`config.mk`:
```
export PLATFORM = sky130hd
export DESIGN_NAME = apb_mem_slave_flat
export DESIGN_NICKNAME = d
export VERILOG_FILES = /design/src/rtl/apb_mem_slave_if.sv /design/src/rtl/apb_mem_slave.sv /design/src/flat_wrapper.sv
export SDC_FILE = /design/constraint.sdc
export NUM_CORES = 1
export LEC_CHECK = 0
export ABC_AREA = 1
export CORE_MARGIN = 2
export CORE_UTILIZATION = 61
export DETAILED_ROUTE_END_ITERATION = 7
export GPL_TIMING_DRIVEN = 0
export PLACE_DENSITY_LB_ADDON = 0.3
export SYNTH_ARGS = -nofsm -noshare
export SYNTH_HDL_FRONTEND = slang
export SYNTH_SLANG_ARGS = --single-unit
```
`constraint.sdc`:
```
create_clock -name pclk -period 1.7 [get_ports pclk]
set_input_delay 0.255 -clock pclk [delete_from_list [all_inputs] [get_ports pclk]]
set_output_delay 0.255 -clock pclk [all_outputs]
set_load 0.05 [all_outputs]
```
`src/rtl/apb_mem_slave_if.sv`:
```
`default_nettype none
// ============================================================================
//  Module   : apb_mem_slave_if
//  Brief    : APB4 bus bundle between a master and apb_mem_slave.
//  Revision : 1.0 - initial release
// ============================================================================
interface apb_mem_slave_if #(
   parameter int DATA_W = 32
);
   logic [31:0]         paddr;
   logic                psel;
   logic                penable;
   logic                pwrite;
   logic [DATA_W-1:0]   pwdata;
   logic [DATA_W/8-1:0] pstrb;
   logic [DATA_W-1:0]   prdata;
   logic                pready;
   logic                pslverr;

   modport master (
      output paddr, psel, penable, pwrite, pwdata, pstrb,
      input  prdata, pready, pslverr
   );

   modport slave (
      input  paddr, psel, penable, pwrite, pwdata, pstrb,
      output prdata, pready, pslverr
   );
endinterface
`default_nettype wire

```
`src/rtl/apb_mem_slave.sv`:
```
`default_nettype none
// ============================================================================
//  Module   : apb_mem_slave
//  Brief    : Parametrised APB4 memory slave with byte strobes, configurable
//             wait states and pslverr on out-of-range/misaligned accesses.
//  Revision : 1.0 - initial release
// ============================================================================
module apb_mem_slave #(
   parameter int DATA_W      = 32,
   parameter int DEPTH       = 16,
   parameter int WAIT_CYCLES = 0
) (
   input  logic              pclk,
   input  logic              presetn,
   apb_mem_slave_if.slave    bus
);
   localparam int BW  = DATA_W / 8;
   localparam int LB  = $clog2(BW);
   localparam int AW  = $clog2(DEPTH);
   localparam int LIM = AW + LB;
   localparam logic [3:0] C_WAIT = 4'(WAIT_CYCLES);

   typedef enum logic [1:0] {
      ST_IDLE = 2'd0,
      ST_WAIT = 2'd1,
      ST_RESP = 2'd2
   } state_t;

   state_t            r_state;
   logic [3:0]        r_cnt;
   logic              r_write;
   logic              r_err;
   logic [AW-1:0]     r_idx;
   logic [DATA_W-1:0] r_mem [DEPTH];
   logic [DATA_W-1:0] r_prdata;
   logic              r_pready;
   logic              r_pslverr;

   logic              w_mis;
   logic              w_oor;
   logic              w_err;
   logic [AW-1:0]     w_idx;

   // Byte-wide buses have no alignment constraint.
   generate
      if (LB == 0) begin : g_no_align
         assign w_mis = 1'b0;
      end else begin : g_align
         assign w_mis = |bus.paddr[LB-1:0];
      end
   endgenerate

   // Any address bit above the memory window means out of range.
   generate
      if (LIM >= 32) begin : g_no_range
         assign w_oor = 1'b0;
      end else begin : g_range
         assign w_oor = |bus.paddr[31:LIM];
      end
   endgenerate

   assign w_err = w_mis | w_oor;
   assign w_idx = bus.paddr[LB +: AW];

   // Transfer FSM, registered response outputs and the memory array.
   always_ff @(posedge pclk or negedge presetn) begin
      if (!presetn) begin
         r_state   <= ST_IDLE;
         r_cnt     <= 4'd0;
         r_write   <= 1'b0;
         r_err     <= 1'b0;
         r_idx     <= '0;
         r_prdata  <= '0;
         r_pready  <= 1'b0;
         r_pslverr <= 1'b0;
         for (int i = 0; i < DEPTH; i++) begin
            r_mem[i] <= '0;
         end
      end else begin
         case (r_state)
            ST_IDLE: begin
               // Only a genuine setup phase (penable low) starts a transfer.
               if (bus.psel && !bus.penable) begin
                  r_write <= bus.pwrite;
                  r_err   <= w_err;
                  r_idx   <= w_idx;
                  r_cnt   <= C_WAIT;
                  if (WAIT_CYCLES == 0) begin
                     r_state   <= ST_RESP;
                     r_pready  <= 1'b1;
                     r_pslverr <= w_err;
                     r_prdata  <= (!bus.pwrite && !w_err) ? r_mem[w_idx] : '0;
                  end else begin
                     r_state <= ST_WAIT;
                  end
               end
            end
            ST_WAIT: begin
               // Master dropping psel abandons the transfer silently.
               if (!bus.psel) begin
                  r_state <= ST_IDLE;
               end else if (r_cnt == 4'd1) begin
                  r_state   <= ST_RESP;
                  r_pready  <= 1'b1;
                  r_pslverr <= r_err;
                  r_prdata  <= (!r_write && !r_err) ? r_mem[r_idx] : '0;
               end else begin
                  r_cnt <= r_cnt - 4'd1;
               end
            end
            ST_RESP: begin
               r_state   <= ST_IDLE;
               r_pready  <= 1'b0;
               r_pslverr <= 1'b0;
               r_prdata  <= '0;
               // Write data and strobes are taken from the bus in the response cycle.
               if (r_write && !r_err) begin
                  for (int i = 0; i < BW; i++) begin
                     if (bus.pstrb[i]) begin
                        r_mem[r_idx][i*8 +: 8] <= bus.pwdata[i*8 +: 8];
                     end
                  end
               end
            end
            default: begin
               r_state <= ST_IDLE;
            end
         endcase
      end
   end

   assign bus.prdata  = r_prdata;
   assign bus.pready  = r_pready;
   assign bus.pslverr = r_pslverr;

endmodule
`default_nettype wire

```
`src/flat_wrapper.sv`:
```
// flat-port wrapper written by rule: the top's interface ports become plain ports
module apb_mem_slave_flat 
#(
   parameter int DATA_W      = 32,
   parameter int DEPTH       = 16,
   parameter int WAIT_CYCLES = 0
)
  (pclk, presetn, bus_paddr, bus_psel, bus_penable, bus_pwrite, bus_pwdata, bus_pstrb, bus_prdata, bus_pready, bus_pslverr);
  apb_mem_slave_if #(.DATA_W(DATA_W)) bus_i ();
  input  logic pclk;
  input  logic presetn;
  input wire logic [$bits(bus_i.paddr)-1:0] bus_paddr;
  input wire logic [$bits(bus_i.psel)-1:0] bus_psel;
  input wire logic [$bits(bus_i.penable)-1:0] bus_penable;
  input wire logic [$bits(bus_i.pwrite)-1:0] bus_pwrite;
  input wire logic [$bits(bus_i.pwdata)-1:0] bus_pwdata;
  input wire logic [$bits(bus_i.pstrb)-1:0] bus_pstrb;
  output wire logic [$bits(bus_i.prdata)-1:0] bus_prdata;
  output wire logic [$bits(bus_i.pready)-1:0] bus_pready;
  output wire logic [$bits(bus_i.pslverr)-1:0] bus_pslverr;
  assign bus_i.paddr = bus_paddr;
  assign bus_i.psel = bus_psel;
  assign bus_i.penable = bus_penable;
  assign bus_i.pwrite = bus_pwrite;
  assign bus_i.pwdata = bus_pwdata;
  assign bus_i.pstrb = bus_pstrb;
  assign bus_prdata = bus_i.prdata;
  assign bus_pready = bus_i.pready;
  assign bus_pslverr = bus_i.pslverr;
  apb_mem_slave #(.DATA_W(DATA_W), .DEPTH(DEPTH), .WAIT_CYCLES(WAIT_CYCLES)) u_core (.pclk(pclk), .presetn(presetn), .bus(bus_i));
endmodule
```
==> impl_metrics.tcl <==
set metrics [dict create \
    top_level_ports 107 \
    place_ws_ns -1.16 \
    post_route_cells_drive_above_1_share_pct 12.6 \
    slew_headroom_pct 45.1 \
    cp-start-kind "input port" \
    clk_latency_ns 0.60 \
    final_util_pct 72.7 \
    netlist_instances 3030 \
    violations "negative hold slack, negative setup slack" \
    route.detailed.drc 0 \
    synth_top_area_cell "dfrtp_1" \
    worst_slack_ns -0.0276 \
    placed_area_um2 27100 \
    ant_nets 0 \
    ys.flop_type "dfrtp_1" \
    cts_tree "built" \
    cts_max_path_buffers 3 \
    powerDensity_nw_per_um2 1050 \
    io_buffer_count 104 \
    crit_path_end_kind "register" \
    crit_type "in2reg" \
    cts-root-buf "clkbuf_16" \
    die_h_um 207 \
    nets 3292 \
    worstRegToRegCells 8 \
    grt.total_usage_pct 34.6 \
    hold_violations 120 \
    synth.most_common_cell "nand2_1" \
    rrSetupSlack_ns -0.01 \
    synth_nets 3103 \
    numCtsBuffers 56 \
    min_path_type "in2async" \
    drt_pre_antenna_iters 8 \
    vias 22900 \
    syn_area_per_cell_um2 8.33 \
    area_growth_syn_to_layout_pct 17.7 \
    maxCapViolCount 0 \
    yosysUniqueCellTypes 23 \
    ir_worst_vdd_mv 0.816 \
    required_ns 2.24 \
    min_period_ns 1.73 \
    htree_levels 2 \
    drtIter0Drc 3027 \
    finalInstanceArea_um2 29700 \
    tns_ns -0.0425 \
    synth-seq-cells 552 \
    cts.clk_slew.worst_paths_ns 0.06 \
    cts_sinks 552 \
    viasPerCell 6.02 \
    finalWirelength_mm 76.2 \
    holdWs_ns -0.402 \
    rows 74 \
    initial_core_util_pct 61.8 \
    n_fill_cell 2880 \
    gr-total-overflow 0 \
    finClkSkew_ns 0.0119 \
    fmax_mhz 579 \
    worstPathArrival_ns 2.26 \
    wire_per_inst_um 20.1 \
    synth-edff-count 0 \
    ys_warn_count 0 \
    dieArea_um2 43000 \
    dp_hpwl_mm 53.2 \
    grt_pass1_vias 21700 \
    rsz0062_at_grt "true" \
    synth_common_cells "1130 x nand2_1, 552 x dfrtp_1, 480 x nand3_1, 415 x o21ai_0, 103 x o21ai_1" \
    status "finished with violations" \
    cellLeakagePower_nw 13.9 \
    grt_pass1_wl_mm 117 \
    grt_max_degree 130 \
    seq_area_frac_synth_pct 54.8 \
    gp_congestion 0.956 \
    tightestPinTransition_ns 0.824 \
    ys_async_sr_fraction_pct 100 \
    slew_viol_final 0 \
    setup_viol 3 \
    die_width_um 207 \
    timing.rr.start "u_core.r_err" \
    r2r_end "u_core.r_mem[194]" \
    cp_max_fo 10 \
    core_area_um2 40800 \
    synthTopCellsByArea "dfrtp_1 55%, nand2_1 17%, nand3_1 9.5%" \
    synth_top_cell_area_share_pct 54.8 \
    fin_crit_sh_pct 102 \
    syn_area_um2 25200 \
    antenna_found_initial 1 \
]
cell type report:
| class | instances | area, um2 | share of cell area [%] |
|---|---|---|---|
| multi-input cells | 2217 | 10200 | 34.2 |
| plain buffers | 202 | 1270 | 4.28 |
| repair buffers | 141 | 1670 | 5.64 |
| well taps | 532 | 666 | 2.24 |
| diodes | 1 | 2.50 | 0.00843 |
| inverters | 49 | 190 | 0.641 |
| clock inverters | 19 | 233 | 0.784 |
| flip-flops and latches | 552 | 13800 | 46.5 |
| clock buffers | 82 | 1670 | 5.63 |
worst max path at each step:
| stage | start | to | cells past startpoint |
|---|---|---|---|
| after floorplan | u_core.bus.pready | u_core.r_mem[125] | 7 |
| after global placement | presetn | u_core.bus.pready | 1 |
| after detailed placement | bus_paddr[4] | u_core.bus.prdata[22] | 7 |
| after CTS | u_core.r_idx[1] | u_core.r_mem[483] | 7 |
| after global routing | u_core.r_err | u_core.r_mem[194] | 8 |
| final | bus_paddr[4] | u_core.bus.prdata[22] | 7 |
layer usage:
| metal | up-vias | share of wire, % | GRT usage (%) | routed length, um |
|---|---|---|---|---|
| met3 | 235 | 11 | 9.12 | 8060 |
| met4 | 0 | 5.1 | 18.2 | 3880 |
| li1 | 10300 | - | - | - |
| met5 | - | 0 | 0.556 | 0 |
| met2 | 1272 | 45 | 52.3 | 34100 |
| met1 | 11000 | 40 | 46.2 | 30200 |
cells by family after synthesis:
group / synth area share [%]
AO/OA/AOI/OAI: 10.3
buffers and inverters: 5.55
flip-flops: 54.8
AND/OR/NAND/NOR: 29.4
critical path: stages:
cell,delay (ns)
clkdlybuf4s50_1,0.62
clkbuf_4,0.37
buf_2,0.33
nand3_1,0.20
nand3_1,0.22
nand3_1,0.17
nand2_1,0.09
per-stage QoR:
step	total power [mW]	cells
after CTS	31.1	3774
after detailed placement	18.4	3670
after global routing	32.4	3794
after global placement	18.2	3666
after floorplan	17.0	3030
final	31.3	3795
cells in the final DEF (no fill, tap or decap), types with 6 or more instances in the layout:
cell,Yosys,layout
buf_1,15,6
buf_12,3,14
buf_16,0,6
buf_2,90,79
buf_4,0,24
buf_6,33,38
clkbuf_1,70,61
clkbuf_16,0,61
clkbuf_2,0,11
clkbuf_4,0,7
clkbuf_8,0,15
clkdlybuf4s15_2,0,34
clkdlybuf4s50_1,0,69
clkinv_2,0,10
dfrtp_1,552,549
inv_1,44,41
nand2_1,1130,1106
nand2_2,9,25
nand2_4,38,46
nand3_1,480,480
nor2_1,22,17
nor2_4,14,20
o21ai_0,415,409
o21ai_1,103,109
report_power, final:
part / internal [mW] / leakage [nW] / switching, mW
Clock: 7.53 / 0.940 / 5.19
Combinational: 1.27 / 5.38 / 2.47
Sequential: 14.2 / 7.62 / 0.646
Total: 23.0 / 13.9 / 8.30
registers in the layout (all words and copies together), names as in the netlist:
signal	count
u_core.bus.pready	1
u_core.bus.pslverr	1
u_core.r_mem	512
u_core.r_err	1
u_core.r_idx	4
u_core.bus.prdata	32
u_core.r_write	1
what timing repair did:
item                                    in CTS  in global routing
cloned                                       1                  4
setup buffers                                6                 22
endpoints found under the setup margin     365                417
endpoints found under the hold margin      120                120
pin swaps                                    8                 10
resized for setup                          151                 69
(Power assumes the default switching activity.)
